<file path="src/rtl/mc_control.sv">
`default_nettype none
// ============================================================================
// Module   : mc_control
// Purpose  : Multi-cycle control unit for an RV32I-subset CPU
//            (JAL, BEQ, LW, SW, ADDI, ADD). Sequences the shared datapath
//            through fetch, decode, execute, memory and write-back, drives a
//            single-port memory via req/ack, and halts in a sticky trap on
//            an unsupported opcode.
// Ports    : clk, rst (async, active-high), run, opcode[6:0], alu_zero,
//            mem_ack                                         -- inputs
//            mem_req, mem_we, mem_addr_sel, ir_we, pc_we, pc_src, oldpc_we,
//            alu_a_sel[1:0], alu_b_sel[1:0], alu_op[1:0], reg_we,
//            wb_sel[1:0], mdr_we, trap, state[3:0],
//            cycle_cnt[31:0], instr_cnt[31:0]                -- outputs
// Config   : CTRL_PERF_EN -- when defined, builds the cycle and instruction
//            performance counters; otherwise both counter ports read 0.
// Revision : 1.0  initial release
// ============================================================================
module mc_control (
   input  logic        clk,
   input  logic        rst,
   input  logic        run,
   input  logic [6:0]  opcode,
   input  logic        alu_zero,
   input  logic        mem_ack,
   output logic        mem_req,
   output logic        mem_we,
   output logic        mem_addr_sel,
   output logic        ir_we,
   output logic        pc_we,
   output logic        pc_src,
   output logic        oldpc_we,
   output logic [1:0]  alu_a_sel,
   output logic [1:0]  alu_b_sel,
   output logic [1:0]  alu_op,
   output logic        reg_we,
   output logic [1:0]  wb_sel,
   output logic        mdr_we,
   output logic        trap,
   output logic [3:0]  state,
   output logic [31:0] cycle_cnt,
   output logic [31:0] instr_cnt
);

   localparam logic [3:0] S_IDLE    = 4'd0;
   localparam logic [3:0] S_FETCH   = 4'd1;
   localparam logic [3:0] S_DECODE  = 4'd2;
   localparam logic [3:0] S_EX_ADDR = 4'd3;
   localparam logic [3:0] S_EX_R    = 4'd4;
   localparam logic [3:0] S_EX_I    = 4'd5;
   localparam logic [3:0] S_MEM_RD  = 4'd6;
   localparam logic [3:0] S_MEM_WR  = 4'd7;
   localparam logic [3:0] S_WB_ALU  = 4'd8;
   localparam logic [3:0] S_WB_MEM  = 4'd9;
   localparam logic [3:0] S_BRANCH  = 4'd10;
   localparam logic [3:0] S_JUMP    = 4'd11;
   localparam logic [3:0] S_TRAP    = 4'd12;

   localparam logic [6:0] OP_LW   = 7'b0000011;
   localparam logic [6:0] OP_SW   = 7'b0100011;
   localparam logic [6:0] OP_ADD  = 7'b0110011;
   localparam logic [6:0] OP_ADDI = 7'b0010011;
   localparam logic [6:0] OP_BEQ  = 7'b1100011;
   localparam logic [6:0] OP_JAL  = 7'b1101111;

   logic [3:0] state_q;
   logic [3:0] state_d;
   logic [3:0] boundary_state;

   // Where an instruction goes once it retires.
   assign boundary_state = run ? S_FETCH : S_IDLE;
   assign state          = state_q;

   // ---------------------------------------------------------------- state reg
   always_ff @(posedge clk or posedge rst) begin
      if (rst) begin
         state_q <= S_IDLE;
      end else begin
         state_q <= state_d;
      end
   end

   // --------------------------------------------------------------- next state
   always_comb begin
      state_d = state_q;
      case (state_q)
         S_IDLE:    if (run) state_d = S_FETCH;
         S_FETCH:   if (mem_ack) state_d = S_DECODE;
         S_DECODE: begin
            case (opcode)
               OP_LW, OP_SW: state_d = S_EX_ADDR;
               OP_ADD:       state_d = S_EX_R;
               OP_ADDI:      state_d = S_EX_I;
               OP_BEQ:       state_d = S_BRANCH;
               OP_JAL:       state_d = S_JUMP;
               default:      state_d = S_TRAP;
            endcase
         end
         S_EX_ADDR: state_d = (opcode == OP_LW) ? S_MEM_RD : S_MEM_WR;
         S_EX_R:    state_d = S_WB_ALU;
         S_EX_I:    state_d = S_WB_ALU;
         S_MEM_RD:  if (mem_ack) state_d = S_WB_MEM;
         S_MEM_WR:  if (mem_ack) state_d = boundary_state;
         S_WB_ALU:  state_d = boundary_state;
         S_WB_MEM:  state_d = boundary_state;
         S_BRANCH:  state_d = boundary_state;
         S_JUMP:    state_d = boundary_state;
         S_TRAP:    state_d = S_TRAP;
         // Unused encodings can only arise from an upset; halt visibly.
         default:   state_d = S_TRAP;
      endcase
   end

   // ------------------------------------------------------------------ outputs
   always_comb begin
      mem_req      = 1'b0;
      mem_we       = 1'b0;
      mem_addr_sel = 1'b0;
      ir_we        = 1'b0;
      pc_we        = 1'b0;
      pc_src       = 1'b0;
      oldpc_we     = 1'b0;
      alu_a_sel    = 2'd0;
      alu_b_sel    = 2'd0;
      alu_op       = 2'd0;
      reg_we       = 1'b0;
      wb_sel       = 2'd0;
      mdr_we       = 1'b0;
      trap         = 1'b0;
      case (state_q)
         S_FETCH: begin
            // PC + 4 through the ALU; OldPC captures the pre-increment PC
            // on the same edge that loads IR and the new PC.
            mem_req   = 1'b1;
            alu_b_sel = 2'd1;
            ir_we     = mem_ack;
            pc_we     = mem_ack;
            oldpc_we  = mem_ack;
         end
         S_DECODE: begin
            // OldPC + imm lands in ALU-out as the branch/jump target.
            alu_a_sel = 2'd1;
            alu_b_sel = 2'd2;
         end
         S_EX_ADDR, S_EX_I: begin
            alu_a_sel = 2'd2;
            alu_b_sel = 2'd2;
         end
         S_EX_R: begin
            alu_a_sel = 2'd2;
         end
         S_MEM_RD: begin
            mem_req      = 1'b1;
            mem_addr_sel = 1'b1;
            mdr_we       = mem_ack;
         end
         S_MEM_WR: begin
            mem_req      = 1'b1;
            mem_we       = 1'b1;
            mem_addr_sel = 1'b1;
         end
         S_WB_ALU: begin
            reg_we = 1'b1;
         end
         S_WB_MEM: begin
            reg_we = 1'b1;
            wb_sel = 2'd1;
         end
         S_BRANCH: begin
            // rs1 - rs2 sets alu_zero; taken branch loads target from ALU-out.
            alu_a_sel = 2'd2;
            alu_op    = 2'd1;
            pc_src    = 1'b1;
            pc_we     = alu_zero;
         end
         S_JUMP: begin
            // PC already holds OldPC + 4, which is the link value for rd.
            reg_we = 1'b1;
            wb_sel = 2'd2;
            pc_we  = 1'b1;
            pc_src = 1'b1;
         end
         S_TRAP: begin
            trap = 1'b1;
         end
         default: ;
      endcase
   end

   // ----------------------------------------------------- performance counters
`ifdef CTRL_PERF_EN
   logic [31:0] cycle_cnt_q;
   logic [31:0] cycle_cnt_d;
   logic [31:0] instr_cnt_q;
   logic [31:0] instr_cnt_d;
   logic        retire;

   // An instruction retires on any transition to the boundary.
   assign retire = (state_q == S_WB_ALU) || (state_q == S_WB_MEM) ||
                   (state_q == S_BRANCH) || (state_q == S_JUMP)   ||
                   ((state_q == S_MEM_WR) && mem_ack);

   always_comb begin
      cycle_cnt_d = cycle_cnt_q;
      instr_cnt_d = instr_cnt_q;
      if ((state_q != S_IDLE) && (state_q != S_TRAP)) begin
         cycle_cnt_d = cycle_cnt_q + 32'd1;
      end
      if (retire) begin
         instr_cnt_d = instr_cnt_q + 32'd1;
      end
   end

   always_ff @(posedge clk or posedge rst) begin
      if (rst) begin
         cycle_cnt_q <= 32'd0;
         instr_cnt_q <= 32'd0;
      end else begin
         cycle_cnt_q <= cycle_cnt_d;
         instr_cnt_q <= instr_cnt_d;
      end
   end

   assign cycle_cnt = cycle_cnt_q;
   assign instr_cnt = instr_cnt_q;
`else
   assign cycle_cnt = 32'd0;
   assign instr_cnt = 32'd0;
`endif

endmodule
`default_nettype wire

</file>
<file path="config.mk">
export PLATFORM = sky130hd
export DESIGN_NAME = mc_control
export DESIGN_NICKNAME = d
export VERILOG_FILES = /design/src/rtl/mc_control.sv
export SDC_FILE = /design/constraint.sdc
export NUM_CORES = 1
export LEC_CHECK = 0
export CAP_MARGIN = 10
export CORE_MARGIN = 1
export CORE_UTILIZATION = 30
export DETAILED_ROUTE_END_ITERATION = 12
export HOLD_SLACK_MARGIN = 0.15
export PLACE_DENSITY = 0.82
export SYNTH_ARGS = -nofsm -noshare
export SYNTH_HDL_FRONTEND = slang
export SYNTH_SLANG_ARGS = --single-unit
</file>
<file path="constraint.sdc">
create_clock -name clk -period 2.15 [get_ports clk]
set_clock_uncertainty 0.2 [all_clocks]
set_input_delay 0.43 -clock clk [delete_from_list [all_inputs] [get_ports clk]]
set_output_delay 0.43 -clock clk [all_outputs]
set_load 0.05 [all_outputs]
</file>
# Word level (Yosys, flattened, before mapping)
# Cells that the tools add are included.
[classes]
n_reduce_logical = 11
eq_ne = 22
n_mux = 21
[op_table]
columns = ["cell", "n"]
rows = [
  ["4-bit case mux with 8 select lines", 1],
  ["4-bit == test (second input constant)", 5],
  ["4-bit case mux with 5 select lines", 1],
  ["4-bit by 3-bit == test with 1-bit output (second input constant)", 4],
  ["4-bit two-way mux", 4],
  ["7-bit by 6-bit == test with 1-bit output (second input constant)", 2],
  ["7-bit == test (second input constant)", 2],
  ["2-bit case mux with 2 select lines", 3],
  ["1-bit two-way mux", 11],
  ["3-bit OR reduction", 3],
  ["4-bit by 2-bit == test with 1-bit output (second input constant)", 2],
  ["2-bit inequality test (second input constant)", 4],
  ["2-bit OR reduction", 4],
  ["4-bit OR reduction", 2],
  ["7-bit by 2-bit == test with 1-bit output (second input constant)", 1],
  ["7-bit by 5-bit == test with 1-bit output (second input constant)", 1],
  ["4-bit by 1-bit == test with 1-bit output (second input constant)", 1],
  ["4-bit zero test", 1],
  ["4-bit AND reduction", 1],
  ["1-bit case mux with 3 select lines", 1],
]
[word_totals]
word_cells = 55
output_inout_bits = 86
regBits = 4

# Longest topological paths before layout
[depth]
word_depth = 4
mapped_depth = 5

# Worst setup path before layout
# Ideal clock, no wire load.
[synth_path]
path_type = "reg-to-output"
startpoint = "register state_q[0], in the netlist state[0]"
endpoint = "output pc_we"
path_buffers = 0
t_arrival_ns = 3.035
setup_slack_ns = -1.515
required_time_ns = 1.520
stages_incl_launch_ff = 5
path_cell_list = "dfrtp_1 inv_1 nor4_2 and2_1 o21bai_1"
[synth_between]
elab_chain_cells = 2
elab_cells_between_ends = 4
[synth_lines]
columns = ["item", "line", "rtl"]
rows = [
  ["start: declaration", "66", "logic [3:0] state_q;"],
  ["start signal: assignment", "79", "state_q <= state_d;"],
  ["4-bit == test / 4-bit by 1-bit == test with 1-bit output (equally long branches)", "130", "case (state_q)"],
  ["1-bit case mux with 3 select lines *", "130", ""],
  ["end: declaration", "30", "output logic pc_we,"],
]
# Every way passes the cells marked *; elsewhere a longest branch is shown, timed or not.

# Final worst setup path
[layout_path]
startpoint = "register state_q[2], in the netlist state[2]"
endpoint = "output mdr_we"
[layout_between]
elab_chain_cells = 2
[layout_lines]
columns = ["item", "line", "rtl"]
rows = [
  ["4-bit by 3-bit == test with 1-bit output", "130", ""],
  ["1-bit two-way mux", "130", ""],
  ["end: declaration", "38", "output logic mdr_we,"],
]
# No other way between the ends.

==> summary.md <==
| Metric | Value |
|---|---|
| Final WL | `2026 um` |
| Initial core utilization | `32.26%` |
| Mapped cell area | `1001 um2` |
| Run status | `completed` |
| Clock root buffer | `clkbuf_4` |
| Initial drt markers | `18` |
| Layout cells sized above 1 | `36.31%` |
| Lkg Pwr | `0.0006784 uW` |
| Antenna-violating nets left | `0` |
| Die ar. | `3571 um2` |
| Total congestion overflow | `0` |
| # fillers | `301` |
| Clock latency on the worst-skew pair | `0.24 ns` |
| Die Y | `59.76 um` |
| Final period utilization | `97.65%` |
| FMAX | `0.4763 GHz` |
| Worst path top cell family by delay | `buffers and inverters` |
| Hold Crit Class | `input port to asynchronous set/reset pin` |
| Critical path capture point type | `output pin` |
| CP Cell Sequence | `buf_4 -> nand3b_1 -> clkinvlp_4 -> and3_4 -> buf_12` |
| Setup violators final | `0` |
| RSZ-0062 raised after global routing | `false` |
| Fin util | `47.26%` |
| Largest register FFs | `4` |
| Hold WS | `0.1734 ns` |
| Min cycle time layout | `2.099 ns` |
| Startpoint class of the critical path | `flip-flop` |
| Final Max Slew Viols | `0` |
| Post-CTS Hold Fix Bufs | `0` |
| DR WL/cell | `9.085 um` |
| Final Hold Vio Count | `0` |
| Yosys cell types | `36` |
| Sequential area share after synthesis | `10.00%` |
| Area of the multi-input gates | `671.9 um2` |
| Commonest cells after routing, fill and taps aside | `conb_1 (65), buf_4 (19), buf_12 (17)` |
| Worst setup margin | `0.05052 ns` |
| Dpl ws | `-0.03094 ns` |
| DR vias | `855` |
| Deepest clock path buffer count | `2` |
| I/O Pins | `98` |
| Row count | `20` |
| DR vias/cell | `3.834` |
| Number of global-route vias before repair | `667` |
| Nets | `193` |
| DRC violations left | `0` |
| WP data arrival | `1.47 ns` |
| Total GRT Usage | `10.84%` |
| Detailed Routing Iterations Pass 1 | `4` |
| Crit Path Max Fanout | `5` |
| Synthesized area per cell | `7.415 um2` |
| First-pass GRT wire length | `2939 um` |
| Die X | `59.76 um` |
| Synth warn | `0` |
| Commonest non-fill, non-tap cell in the layout | `conb_1` |
| DP HPWL | `1670 um` |
| Gpl congestion | `0.7764` |
| Max VDD drop | `0.0001966 V` |
| PwrDens | `314.9 nW/um2` |
| Largest net degree at the start of global routing | `15` |
| Yosys reg bits | `4` |
| Slowest CP cell | `dfrtp_2` |
| CTS clk-pin slew, worst paths | `0.04 ns` |
| CP peak stage delay | `0.42 ns` |
| Layout area overhead | `46.50%` |
| CP Class | `flip-flop to output pin` |
| Sink Count | `4` |
| Core Footprint | `3103 um2` |
| Register area | `105.1 um2` |
| Max Cap Viol | `0` |
| CTS tree | `built` |
| Buffers & Inverters on Critical Path | `3` |
| IO Port Bufs | `32` |
| Power consumption | `461.8 uW` |
| CTS Buf Count | `3` |
| Req. time, crit path | `1.52 ns` |
| Antenna cells | `0` |
| Initial antenna violation count | `0` |
| Synth Instances | `135` |
| H-tree depth | `1` |
## Yosys cell counts
master,count,area (um2)
and4_2,1,10.01
o31a_1,1,8.760
and3_1,2,12.51
buf_4,67,503.0
inv_1,4,15.01
nor4_2,1,12.51
nor3b_2,1,12.51
o22ai_1,1,6.260
and2b_2,2,17.52
buf_6,1,11.26
o41ai_1,1,8.760
nor2b_1,1,6.260
nand3_1,3,15.01
o31ai_1,1,7.510
conb_1,1,3.750
nand3b_1,1,7.510
nand2b_1,3,18.77
clkbuf_8,1,13.76
a21oi_1,7,35.03
nor3_2,1,10.01
nor3b_1,1,7.510
or4b_1,1,10.01
nor4_1,1,6.260
or2_2,2,12.51
a21boi_0,1,7.510
nor2_1,8,30.03
o21bai_1,1,7.510
a32oi_1,2,17.52
nand2_1,6,22.52
or3_2,1,7.510
buf_2,1,5.000
dfrtp_1,4,100.1
nor3_1,1,5.000
a311oi_1,1,8.760
o21ai_0,1,5.000
and2_1,2,12.51
## final cells by class
| class | count | area share [%] |
|---|---|---|
| clock buffers | 3 | 1.536 |
| well taps | 44 | 3.754 |
| multi-input cells | 121 | 45.82 |
| flip-flops and latches | 4 | 7.167 |
| inverters | 4 | 1.280 |
| repair buffers | 47 | 40.44 |
## power breakdown
part	switching (uW)	leakage [uW]	total, uW	internal (uW)
Sequential	0	0.0000415	75.6	75.6
Clock	34.6	0.0000138	97.3	62.7
Combinational	263	0.000623	289	26.3
Total	297	0.000678	462	165
## worst register-to-register path: stages, from the launching register on
cell      delay [ns]
dfrtp_2         0.48
and2b_2         0.27
a311oi_1        0.34
a32oi_1         0.10
o31ai_1         0.28
## per-layer routing
layer | global-route usage [%] | share of wire (%) | vias up
met4 | 5.980 | 1.2 | 0
met2 | 18.25 | 51 | 65
met3 | 1.732 | 11 | 3
li1 | - | - | 404
met5 | 0 | 0 | -
met1 | 13.02 | 38 | 383
## cell families (layout without fill, tap and decap cells)
logic type,Yosys count,after routing,share of synthesized area [%]
buffers and inverters,74,54,54.75
and+or+nand+nor,39,39,23.63
other,1,65,0.3746
AOI/OAI and AO/OA,17,17,11.25
DFF,4,4,10.00
## metrics by stage
stage               setup TNS, ns  cells  instance area, um2
global route                    0    223                1466
detailed placement       -0.03094    215                1391
finish                          0    223                1466
CTS                             0    221                1443
global placement                0    215                1391
floorplan                  -1.854    199                1316
## path summary, 6_finish.rpt
path | start | endpoint | slack (ns) | cells past startpoint
worst max-delay path | state[2] | mdr_we | 0.05 | 5
worst min-delay path | rst | state[3] | 0.17 | 2
worst max register to register | state[1] | state[0] | 0.36 | 4
worst min register to register | state[2] | state[3] | 0.48 | 3
max in group asynchronous | rst | state[0] | 1.42 | 2
min in group clk | state[2] | state[3] | 0.48 | 3
## timing repair
| action | in CTS | in global routing |
|---|---|---|
| pin swaps | 2 | 0 |
| resized for setup | 2 | 2 |
| endpoints found under the setup margin | 9 | 7 |
| setup buffers | 3 | 2 |
Power figures use the tool's default switching activity.
==> RTL edit, RTL diff (config.mk and constraints unchanged) <==
The option `CTRL_PERF_EN` is turned on by a define.
--- a/src/rtl/mc_control.sv
+++ b/src/rtl/mc_control.sv
@@ -16,6 +16,8 @@
 //            performance counters; otherwise both counter ports read 0.
 // Revision : 1.0  initial release
 // ============================================================================
+`define CTRL_PERF_EN
+
 module mc_control (
    input  logic        clk,
    input  logic        rst,
Formal check against the unedited RTL: not equivalent (Yosys sat finds a counterexample within 4 cycles, from zero or initial values and one cycle with rst high).
==> RTL edit against the original RTL <==
The flow now finishes with violations (negative setup slack). Critical endpoint is now alu_a_sel[1]. Die area grew to 3.3 times the old value. Critical path type unchanged. Highest routed layer unchanged. Synthesized cell count grew 140%. Synthesized area grew to 3.4 times the old value. Critical path depth is the same. Worst setup slack lost 69 ps. Final area grew to 3.7 times the old value. Routed wire length grew to 4.3 times the old value. Sequential cell count grew 64.
Power is left out: it rests on default switching activity, and per cell area and clock period it moved more than threefold.
==> RTL edit: results (changes against the original RTL) <==
setup_path:
  reg2reg_depth: 7  # +3
  crit_family: "flip-flops"
  reg2reg_to: "cycle_cnt[22]"
  rrSetupSlack_ps: 30  # -330 ps
  crit_path_start: "state[1]"
  crit_arrival_ps: 1540  # +70 ps
  setup.worst_path.end: "alu_a_sel[1]"
timing:
  fin_ws_ps: -18.5  # -69.1 ps
  holdWs_ps: 286  # +113 ps
  fin_tns_setup_ps: -18.5  # -18.5 ps
  setup_viol: 1  # +1
clock_tree:
  insertion_delay_ps: 320  # +80 ps
  cts-root-buf: "clkbuf_16"
  htree_levels: 3  # +2
  numCtsBuffers: 9  # +6
yosys:
  synth_fa_ha_area_share_pct: 0.729  # +0.73 points
  synthArstFlopShare_pct: 100  # unchanged
  netlist_top_cells_count: "dfrtp_1 (68), xnor2_1 (46), nand2_1 (31), nor2_1 (26), nand3_1 (25)"
  synth_area_leaders: "dfrtp_1 (50%), xnor2_1 (12%), xor2_1 (4.1%)"
  synth_xor_area_share_pct: 16.3  # +16 points
  muxShareOfSynthArea_pct: 1.31  # +1.3 points
  synth-compound-area-share_pct: 5.07  # -6.2 points
detailed_routing:
  drtIter0Drc: 158  # +140
  drt-met1-wl_mm: 3.78  # +400%
  highest_layer: "met4"
  dr_wl_met2_mm: 4.24  # +310%
  num_vias: 2927  # +240%
  wl_met3_um: 469  # +120%
min_path:
  min_path_type: "flop to flop"
  min_from: "cycle_cnt[31]"
global_routing:
  grt_pass1_wl_mm: 14.2  # +380%
  grt_usage_pct: 15.5  # +4.7 points
  grt_pass1_vias: 2958  # +340%
  grt_max_degree: 69  # +54
  grt_antenna_before_repair: 0  # unchanged
run_status:
  failed_checks: "negative setup slack"
  status: "complete, but fails checks"
flow_run:
  drv_cap: 0  # unchanged
placed_design:
  io_buffers: 96  # +200%
  dp_hpwl_mm: 6.21  # +270%
  gp_congestion: 0.833  # +7.3%
final_layout:
  n_fill_cell: 989  # +230%
  nets: 481  # +150%
  drive_gt1_share_pct: 39.6  # +3.3 points
RTL edit: per-layer routing:
metal / vias to the layer above / GRT usage, %
met2: 79 / 25.2
met5: - / 0
met4: 0 / 8.01
met1: 1415 / 19.4
met3: 15 / 3.05
li1: 1418 / -
RTL edit: metrics by stage:
stage | utilization [%] | worst slack [ps] | area [um2] | std cells
after floorplan | - | -307 | 3540 | 330
after global placement | 43.6 | -113 | 4790 | 575
after detailed placement | 43.6 | -184 | 4790 | 575
after CTS | 47.6 | -14.4 | 5230 | 605
after global routing | 49.0 | -73.3 | 5380 | 612
final | 49.0 | -18.5 | 5380 | 612
RTL edit: layout make-up:
cell class,instances,area [um2],share of cell area [%]
multi-input combinational,245,1830,34.1
tap,140,175,3.26
timing repair buffer,136,1350,25.0
clock buffer,15,278,5.17
sequential,68,1710,31.8
inverter,7,30.0,0.558
clock inverter,1,5.00,0.0931
RTL edit: timing repair:
item                       in CTS  in global routing
buffers inserted               14                  7
gates resized for setup        18                 19
setup endpoints to repair      11                 28
pin swaps                       5                  9
